## src/rtl/util_gmii_slice_tap.sv

```systemverilog
// util_gmii_slice_tap
//
// GMII slice placed between a MAC-side GMII and two PHY-side endpoints.
// The transmit path (MAC -> M_GMII_TX) and the receive path
// (M_GMII_RX -> MAC) each go through DELAY register stages. A transmit-only
// monitor port mirrors the last stage of either direction. Monitor on/off
// and source changes are applied only while both relevant paths are idle,
// so a mirrored frame is never cut short or picked up mid-stream.
//
// Optional feature macro: UTIL_GMII_SLICE_TAP_COUNTERS_EN
//   defined   : per-direction frame and error-frame counters are built in.
//   undefined : the counter outputs are tied to 0 and cnt_clear is ignored.
//
// Parameters
//   DELAY      pipeline stages per direction (1..8)
//   CNT_WIDTH  statistics counter width (8..64)
//
// Ports
//   clk, rst                          clock, synchronous active-high reset
//   s_gmii_tx{d,_er,_en}       in     MAC transmit data
//   s_gmii_rx{d,_er,_dv}       out    MAC receive data (delayed M_GMII_RX)
//   m_gmii_tx_tx{d,_er,_en}    out    delayed transmit data
//   m_gmii_tx_rx{d,_er,_dv}    in     unused
//   m_gmii_rx_tx{d,_er,_en}    out    constant 0
//   m_gmii_rx_rx{d,_er,_dv}    in     receive data source
//   m_gmii_mon_tx{d,_er,_en}   out    monitor copy of the selected direction
//   mon_enable, mon_sel        in     requested monitor enable / source (0=TX, 1=RX)
//   mon_active                 out    currently applied monitor enable
//   cnt_clear                  in     synchronous clear of all counters
//   tx_frames, rx_frames,
//   tx_err_frames, rx_err_frames out  statistics counters

module util_gmii_slice_tap #(
  parameter int DELAY     = 1,
  parameter int CNT_WIDTH = 32
) (
  input  logic                 clk,
  input  logic                 rst,

  input  logic [7:0]           s_gmii_txd,
  input  logic                 s_gmii_tx_er,
  input  logic                 s_gmii_tx_en,
  output logic [7:0]           s_gmii_rxd,
  output logic                 s_gmii_rx_er,
  output logic                 s_gmii_rx_dv,

  output logic [7:0]           m_gmii_tx_txd,
  output logic                 m_gmii_tx_tx_er,
  output logic                 m_gmii_tx_tx_en,
  input  logic [7:0]           m_gmii_tx_rxd,
  input  logic                 m_gmii_tx_rx_er,
  input  logic                 m_gmii_tx_rx_dv,

  output logic [7:0]           m_gmii_rx_txd,
  output logic                 m_gmii_rx_tx_er,
  output logic                 m_gmii_rx_tx_en,
  input  logic [7:0]           m_gmii_rx_rxd,
  input  logic                 m_gmii_rx_rx_er,
  input  logic                 m_gmii_rx_rx_dv,

  output logic [7:0]           m_gmii_mon_txd,
  output logic                 m_gmii_mon_tx_er,
  output logic                 m_gmii_mon_tx_en,

  input  logic                 mon_enable,
  input  logic                 mon_sel,
  output logic                 mon_active,

  input  logic                 cnt_clear,
  output logic [CNT_WIDTH-1:0] tx_frames,
  output logic [CNT_WIDTH-1:0] rx_frames,
  output logic [CNT_WIDTH-1:0] tx_err_frames,
  output logic [CNT_WIDTH-1:0] rx_err_frames
);

  // Each pipeline word is {en/dv, er, data}.
  localparam int WORD_W = 10;

  logic [DELAY-1:0][WORD_W-1:0] tx_pipe_reg;
  logic [DELAY-1:0][WORD_W-1:0] rx_pipe_reg;
  logic [WORD_W-1:0]            tx_last;
  logic [WORD_W-1:0]            rx_last;
  logic                         tx_busy;
  logic                         rx_busy;

  // ------------------------------------------------------------------
  // Data pipelines
  // ------------------------------------------------------------------
  always_ff @(posedge clk) begin
    if (rst) begin
      tx_pipe_reg <= '0;
      rx_pipe_reg <= '0;
    end else begin
      tx_pipe_reg[0] <= {s_gmii_tx_en, s_gmii_tx_er, s_gmii_txd};
      rx_pipe_reg[0] <= {m_gmii_rx_rx_dv, m_gmii_rx_rx_er, m_gmii_rx_rxd};
      for (int i = 1; i < DELAY; i++) begin
        tx_pipe_reg[i] <= tx_pipe_reg[i-1];
        rx_pipe_reg[i] <= rx_pipe_reg[i-1];
      end
    end
  end

  assign tx_last = tx_pipe_reg[DELAY-1];
  assign rx_last = rx_pipe_reg[DELAY-1];
  assign tx_busy = tx_last[9];
  assign rx_busy = rx_last[9];

  assign {m_gmii_tx_tx_en, m_gmii_tx_tx_er, m_gmii_tx_txd} = tx_last;
  assign {s_gmii_rx_dv, s_gmii_rx_er, s_gmii_rxd}          = rx_last;

  // The receive endpoint never gets transmit traffic from this slice.
  assign m_gmii_rx_txd   = 8'd0;
  assign m_gmii_rx_tx_er = 1'b0;
  assign m_gmii_rx_tx_en = 1'b0;

  // ------------------------------------------------------------------
  // Monitor control: state register / next-state / output
  // ------------------------------------------------------------------
  logic act_en_reg;
  logic act_sel_reg;
  logic act_en_next;
  logic act_sel_next;
  logic cur_busy;
  logic req_busy;

  always_ff @(posedge clk) begin
    if (rst) begin
      act_en_reg  <= 1'b0;
      act_sel_reg <= 1'b0;
    end else begin
      act_en_reg  <= act_en_next;
      act_sel_reg <= act_sel_next;
    end
  end

  // A change is allowed only when neither the source being mirrored now nor
  // the requested source is mid-frame. The request is sampled, not latched.
  assign cur_busy = act_sel_reg ? rx_busy : tx_busy;
  assign req_busy = mon_sel     ? rx_busy : tx_busy;

  always_comb begin
    act_en_next  = act_en_reg;
    act_sel_next = act_sel_reg;
    if (!cur_busy && !req_busy) begin
      act_en_next  = mon_enable;
      act_sel_next = mon_sel;
    end
  end

  // Combinational mux on the last stage keeps the monitor cycle-aligned
  // with the pass-through outputs.
  always_comb begin
    {m_gmii_mon_tx_en, m_gmii_mon_tx_er, m_gmii_mon_txd} = '0;
    if (act_en_reg) begin
      if (act_sel_reg) begin
        {m_gmii_mon_tx_en, m_gmii_mon_tx_er, m_gmii_mon_txd} = rx_last;
      end else begin
        {m_gmii_mon_tx_en, m_gmii_mon_tx_er, m_gmii_mon_txd} = tx_last;
      end
    end
  end

  assign mon_active = act_en_reg;

  // ------------------------------------------------------------------
  // Statistics
  // ------------------------------------------------------------------
`ifdef UTIL_GMII_SLICE_TAP_COUNTERS_EN
  // Index 0 = TX direction, index 1 = RX direction.
  logic [1:0]                last_en;
  logic [1:0]                last_er;
  logic [1:0][CNT_WIDTH-1:0] frames_w;
  logic [1:0][CNT_WIDTH-1:0] err_frames_w;

  assign last_en = {rx_busy, tx_busy};
  assign last_er = {rx_last[8], tx_last[8]};

  for (genvar gi = 0; gi < 2; gi++) begin : g_stats
    logic                 prev_en_reg;
    logic                 err_flag_reg;
    logic                 err_flag_next;
    logic [CNT_WIDTH-1:0] frames_reg;
    logic [CNT_WIDTH-1:0] err_frames_reg;
    logic                 frame_start;
    logic                 frame_end;
    logic                 err_end;
    logic [CNT_WIDTH-1:0] frames_inc;
    logic [CNT_WIDTH-1:0] err_inc;

    assign frame_start = last_en[gi] & ~prev_en_reg;
    assign frame_end   = ~last_en[gi] & prev_en_reg;
    // The flag is registered, so an error on the final en=1 cycle is
    // already visible here when the falling edge is detected.
    assign err_end     = frame_end & err_flag_reg;
    assign frames_inc  = {{(CNT_WIDTH-1){1'b0}}, frame_start};
    assign err_inc     = {{(CNT_WIDTH-1){1'b0}}, err_end};

    always_comb begin
      err_flag_next = err_flag_reg;
      if (frame_end) begin
        err_flag_next = 1'b0;
      end
      if (last_en[gi] && last_er[gi]) begin
        err_flag_next = 1'b1;
      end
    end

    // A clear coinciding with an increment leaves the counter at 1.
    always_ff @(posedge clk) begin
      if (rst) begin
        prev_en_reg    <= 1'b0;
        err_flag_reg   <= 1'b0;
        frames_reg     <= '0;
        err_frames_reg <= '0;
      end else begin
        prev_en_reg  <= last_en[gi];
        err_flag_reg <= err_flag_next;
        if (cnt_clear) begin
          frames_reg     <= frames_inc;
          err_frames_reg <= err_inc;
        end else begin
          frames_reg     <= frames_reg + frames_inc;
          err_frames_reg <= err_frames_reg + err_inc;
        end
      end
    end

    assign frames_w[gi]     = frames_reg;
    assign err_frames_w[gi] = err_frames_reg;
  end

  assign tx_frames     = frames_w[0];
  assign rx_frames     = frames_w[1];
  assign tx_err_frames = err_frames_w[0];
  assign rx_err_frames = err_frames_w[1];
`else
  logic unused_cnt_clear;
  assign unused_cnt_clear = cnt_clear;

  assign tx_frames     = '0;
  assign rx_frames     = '0;
  assign tx_err_frames = '0;
  assign rx_err_frames = '0;
`endif

  // Receive side of the transmit endpoint carries nothing we use.
  logic unused_tx_rx;
  assign unused_tx_rx = &{1'b0, m_gmii_tx_rxd, m_gmii_tx_rx_er, m_gmii_tx_rx_dv};

endmodule
```

## config.mk

```make
export PLATFORM = sky130hd
export DESIGN_NAME = util_gmii_slice_tap
export DESIGN_NICKNAME = d
export VERILOG_FILES = /design/src/rtl/util_gmii_slice_tap.sv
export SDC_FILE = /design/constraint.sdc
export NUM_CORES = 1
export LEC_CHECK = 0
export CORE_UTILIZATION = 26
export CTS_CLUSTER_SIZE = 28
export DETAILED_ROUTE_END_ITERATION = 10
export GPL_TIMING_DRIVEN = 0
export PLACE_DENSITY = 0.75
export RECOVER_POWER = 25
export SLEW_MARGIN = 30
export SYNTH_ARGS = -nofsm -noshare
export SYNTH_HDL_FRONTEND = slang
export SYNTH_SLANG_ARGS = --single-unit
```

## constraint.sdc

```tcl
create_clock -name clk -period 1.3 [get_ports clk]
set_clock_uncertainty 0.05 [all_clocks]
set_input_delay 0.39 -clock clk [delete_from_list [all_inputs] [get_ports clk]]
set_output_delay 0.39 -clock clk [all_outputs]
set_load 0.05 [all_outputs]
```

==> results of run 1 <==
[path summary, 6_finish.rpt]
kind	start	to	slack [ns]
max reg2reg	act_sel_reg$_SDFFE_PP0P_	mon_active$_SDFFE_PP0P_	-0.12
min	mon_sel	act_sel_reg$_SDFFE_PP0P_	0.60
max	act_sel_reg$_SDFFE_PP0P_	m_gmii_mon_txd[5]	-0.40
min reg2reg	rx_last[9]$_SDFF_PP0_	act_sel_reg$_SDFFE_PP0P_	0.63
[critical path, stage by stage (launching register included)]
cell and delay, ns:
dfxtp_4 0.40, buf_12 0.16, mux2i_4 0.25, nor2_4 0.04, buf_6 0.14
[timing repair]
action,CTS,global route
cloned,1,0
pin swaps,12,2
setup buffers,2,1
endpoints found under the setup margin,52,12
endpoints found under the hold margin,0,0
gates resized for setup,232,2
[per-stage QoR]
step / setup WS (ns) / instance area, sq um / hold WS (ns)
floorplan: -0.0812 / 2520 / 0.400
global route: -0.457 / 3440 / 0.608
finish: -0.404 / 3440 / 0.601
detailed placement: -0.757 / 3180 / 0.567
global placement: -0.790 / 3180 / 0.522
CTS: -0.426 / 3430 / 0.561
[synthesized netlist by cell type]
cell and n:
buf_4 138, dfxtp_1 22, nor2b_1 20, nor2_1 14
mux2i_1 12, clkbuf_1 3, inv_1 2, nor3_1 2
a2111oi_2 1, a211o_1 1, a221o_1 1, buf_2 1
conb_1 1
[cells by family (layout without fill, tap and decap cells)]
kind of cell	count (synthesis)	after routing	share of synthesized area, %
AND/OR/NAND/NOR	36	36	10.2
flip-flops	22	22	23.9
multiplexers	12	12	6.51
buffers and inverters	144	206	57.4
other	1	138	0.203
AO/OA/AOI/OAI	3	3	1.83
[routing by layer]
| metal | vias to the layer above | GRT usage (%) |
|---|---|---|
| li1 | 803 | - |
| met1 | 633 | 10.5 |
| met2 | 87 | 19.3 |
| met3 | 2 | 1.43 |
| met4 | 0 | 3.64 |
| met5 | - | 0 |
[power by group]
part / internal [W] / switching [W]
logic: 0.000548 / 0.00123
registers: 0.000706 / 0.0000473
clock network: 0.000411 / 0.000220
total: 0.00166 / 0.00150
[cell type report]
| type | instances | area share, % |
|---|---|---|
| Sequential cell | 22 | 14.5 |
| Multi-Input combinational cell | 189 | 31.1 |
| Clock buffer | 3 | 1.20 |
| Timing Repair Buffer | 58 | 16.7 |
| Tap cell | 96 | 3.49 |
| Buffer | 142 | 31.8 |
| Clock inverter | 1 | 0.872 |
| Inverter | 2 | 0.291 |
==> flow_summary.yaml, run 1 <==
timing:
  slew_viol_final: 0
  finalHoldViolCount: 0
  fin_ws_ns: -0.404
  grt_setup_unrepaired: "true"
  clock.fmax_mhz: 587
  fin_crit_sh_pct: 131
  post-route-min-period_ns: 1.70
  finalSetupTns_ns: -4.06
  setup_viol: 11
critical_path:
  worstPathArrival_ns: 1.26
  crit_required_ns: 0.86
  startpoint_type: "flop"
  reg2reg_depth: 5
  crit_type: "flop to output pin"
  cp-end-kind: "output pin"
  worstPathMaxFanout: 5
grt:
  antenna_found_initial: 0
  grt_pass1_vias: 1188
  grt_pass1_wl_microns: 5570
  grt_usage_pct: 9.82
  grt_max_degree: 14
  grt-ovfl-total: 0
detailed_routing:
  vias: 1525
  viasPerCell: 2.97
  drtIter0Drc: 16
  wire_per_inst_microns: 7.96
  ant_nets: 0
  wl_met1_microns: 1420
  finalWirelength_microns: 4080
  met2WireLength_microns: 2270
  firstDrtPassIters: 4
  routed.top_layer: "met4"
  drcViolationCount: 0
  wl_met3_microns: 349
place:
  dp_cells: 505
  place_hpwl_microns: 3400
  io_buffers: 54
  place_congestion: 0.645
power:
  p_leak_nw: 1.89
  finalPower_w: 0.00316
  cellPowerDensity_nw_per_um2: 918
  ir_worst_vdd_uv: 356
final_layout:
  final_common_cell: "buf_4"
  seq_area_sq_um: 500
  multi_input_area_sq_um: 1070
  fin_nets: 453
  fillers: 650
  syn_to_final_growth_pct: 86.6
  antenna_cells: 0
  fin_util_pct: 50.4
  mostFrequentLayoutCells: "buf_4 (158), conb_1 (138), nor2b_1 (20), clkdlybuf4s50_1 (20), dfxtp_4 (13)"
  drive_above_1_share_pct: 54.0
  instances_no_fill: 513
worst_hold_path:
  hp-class: "primary input to flop"
  worstHoldPathCells: 3
run_status:
  violations: "setup timing"
  status: "finished with violations"
synthesis:
  avgSynthCellArea_sq_um: 8.47
  yosysSeqAreaShare_pct: 23.9
  syn_area_sq_um: 1850
  synth_top_area_share_pct: 56.1
  yosysWarnings: 0
  synthDistinctLibCells: 13
  synthCells: 218
  synth-seq-cells: 22
  synth_largest_area_cell: "buf_4"
  ys_top_cells_by_area: "buf_4 (56%), dfxtp_1 (24%), nor2b_1 (6.8%)"
clock_network:
  cts.sinks: 22
  cts_root_buf: "clkbuf_8"
  cts.clk_slew.worst_paths_ns: 0.08
  h-tree-depth: 1
  post_cts_hold_buffer_count: 0
  clock_latency_ns: 0.26
  tritoncts: "done"
  clockBufferDepth: 2
  numCtsBuffers: 3
floorplanning:
  core_area_sq_um: 6830
  initial_core_util_pct: 27.0
  dieArea_sq_um: 7440
  num_io_pins: 204
  core.rowCount: 30
  die_width_microns: 86.3
  die_h_microns: 86.3
flow_run:
  drv_cap: 0
Power figures use the tool's default switching activity.
==> run 2, diff against run 1 <==
--- a/config.mk
+++ b/config.mk
@@ -5,6 +5,7 @@
 export SDC_FILE = /design/constraint.sdc
 export NUM_CORES = 1
 export LEC_CHECK = 0
+export CORE_MARGIN = 1
 export CORE_UTILIZATION = 26
 export CTS_CLUSTER_SIZE = 28
 export DETAILED_ROUTE_END_ITERATION = 10
==> results of run 2 <==
No change in the layout: final DEF, timing and power equal those of run 1.
==> run 3, diff against run 2 <==
--- a/config.mk
+++ b/config.mk
@@ -10,6 +10,7 @@
 export CTS_CLUSTER_SIZE = 28
 export DETAILED_ROUTE_END_ITERATION = 10
 export GPL_TIMING_DRIVEN = 0
+export MAX_ROUTING_LAYER = met4
 export PLACE_DENSITY = 0.75
 export RECOVER_POWER = 25
 export SLEW_MARGIN = 30
==> run 3 against run 2 <==
  * The flow still finishes with violations (setup timing)
  * Core utilization is the same
  * Power is essentially flat
  * Sequential share of layout area is the same
  * Combinational power is essentially flat
  * Non-clock buffer count is the same
  * Cell area is the same
==> flow_summary.yaml, run 3 (same netlist as run 1, synthesis figures left out) <==
grt:
  grt_usage_pct: 10.1
  grt_pass1_wl_microns: 5570
  grt-ovfl-total: 0
  antenna_found_initial: 0
  grt_pass1_vias: 1184
  grt_max_degree: 14
clock_network:
  tritoncts: "done"
  cts.clk_slew.worst_paths_ns: 0.08
  cts.sinks: 22
  numCtsBuffers: 3
  h-tree-depth: 1
  cts_root_buf: "clkbuf_8"
  clock_latency_ns: 0.26
  clockBufferDepth: 2
critical_path:
  r2r-start: "act_sel_reg$_SDFFE_PP0P_"
  r2r-end: "mon_active$_SDFFE_PP0P_"
  worstPathArrival_ns: 1.26
  reg2reg_depth: 5
  cp-end-kind: "output pin"
  worstPathMaxFanout: 5
  crit_required_ns: 0.86
  startpoint_type: "flop"
  crit_type: "flop to output pin"
  ff2ff_setup_slack_ns: -0.12
final_layout:
  final_common_cell: "buf_4"
  syn_to_final_growth_pct: 86.6
  multi_input_area_sq_um: 1070
  instances_no_fill: 513
  fin_nets: 453
  seq_area_sq_um: 500
  drive_above_1_share_pct: 54.0
  design_area_sq_um: 3440
  antenna_cells: 0
  fillers: 650
  mostFrequentLayoutCells: "buf_4 (158), conb_1 (138), nor2b_1 (20), clkdlybuf4s50_1 (20), dfxtp_4 (13)"
timing:
  finalHoldViolCount: 0
  setup_viol: 11
  fin_ws_ns: -0.404
  slew_viol_final: 0
  grt_setup_unrepaired: "true"
  post-route-min-period_ns: 1.70
  fin_crit_sh_pct: 131
  finalSetupTns_ns: -4.06
  clock.fmax_mhz: 587
power:
  ir_worst_vdd_uv: 356
  p_switching_w: 0.00150
  p_leak_nw: 1.89
  power.internal_w: 0.00166
  seqPwrFrac_pct: 23.8
  pwr-share-clk_pct: 19.9
  switching_share_pct: 47.4
  p_comb_share_pct: 56.2
  cellPowerDensity_nw_per_um2: 918
place:
  place_hpwl_microns: 3400
  place_congestion: 0.651
  place_area_sq_um: 3180
  dp_cells: 505
  io_buffers: 54
detailed_routing:
  finalWirelength_microns: 4080
  drtIter0Drc: 16
  ant_nets: 0
  drcViolationCount: 0
  viasPerCell: 2.97
  firstDrtPassIters: 4
  vias: 1525
  wire_per_inst_microns: 7.96
floorplanning:
  core_area_sq_um: 6830
  die_width_microns: 86.3
  core.rowCount: 30
  num_io_pins: 204
  dieArea_sq_um: 7440
  die_h_microns: 86.3
  initial_core_util_pct: 27.0
worst_hold_path:
  hp-class: "primary input to flop"
  whs_endpoint: "act_sel_reg$_SDFFE_PP0P_"
  hp-start: "mon_sel"
  worstHoldPathCells: 3
flow_run:
  drv_cap: 0
run_status:
  status: "finished with violations"
  violations: "setup timing"
-- run 3: cell counts in the layout (fill, tap and decap cells not counted) --
Identical to the previous run, type by type.
-- run 3: routing by layer --
metal	global-route usage (%)	wire length [microns]	vias to the layer above
met2	19.3	2270	87
met3	1.05	325	2
met4	3.64	37	0
li1	-	-	803
met5	-	0	-
met1	10.7	1450	633
-- run 3: worst max-delay path, stage by stage, from the launching register on --
cell and delay [ns]:
dfxtp_4 0.40, buf_12 0.16, mux2i_4 0.25, nor2_4 0.04, buf_6 0.14
-- run 3: through the flow --
stage	power, W	utilization [%]	setup slack (ns)	hold WS [ns]
final	0.00316	50.4	-0.404	0.601
after floorplan	0.00224	-	-0.0812	0.400
after global placement	0.00242	46.6	-0.790	0.522
after CTS	0.00317	50.2	-0.426	0.561
after global routing	0.00329	50.4	-0.457	0.608
after detailed placement	0.00243	46.6	-0.757	0.567
-- run 3: worst max-delay path by stage --
stage / cells past startpoint / to / start / slack (ns)
6_report: 4 / m_gmii_mon_txd[5] / act_sel_reg$_SDFFE_PP0P_ / -0.40
5_1_grt: 4 / m_gmii_mon_txd[5] / act_sel_reg$_SDFFE_PP0P_ / -0.46
4_1_cts: 4 / m_gmii_mon_tx_en / act_sel_reg$_SDFFE_PP0P_ / -0.43
3_5_place_dp: 4 / m_gmii_mon_tx_en / act_sel_reg$_SDFFE_PP0P_ / -0.76
3_3_place_gp: 4 / m_gmii_mon_tx_en / act_sel_reg$_SDFFE_PP0P_ / -0.79
2_1_floorplan: 3 / m_gmii_mon_tx_en / mon_active$_SDFFE_PP0P_ / -0.08
-- run 3: power by group through the flow --
stage	Clock, W	Combinational, W	Sequential (W)
floorplan	0	0.00137	0.000873
global placement	0	0.00167	0.000747
detailed placement	0	0.00168	0.000749
CTS	0.000656	0.00176	0.000753
global route	0.000684	0.00185	0.000760
finish	0.000631	0.00178	0.000753
-- run 3: what timing repair did --
action	CTS	global route
pin swaps	12	2
setup endpoints to repair	52	12
gates resized for setup	232	2
cloned	1	0
hold buffers	0	0
setup buffers	2	1
-- run 3: area by class of cell --
type | instances | share of cell area, %
plain buffers | 142 | 31.8
multi-input cells | 189 | 31.1
clock inverters | 1 | 0.872
flip-flops and latches | 22 | 14.5
inverters | 2 | 0.291
clock buffers | 3 | 1.20
well taps | 96 | 3.49
repair buffers | 58 | 16.7
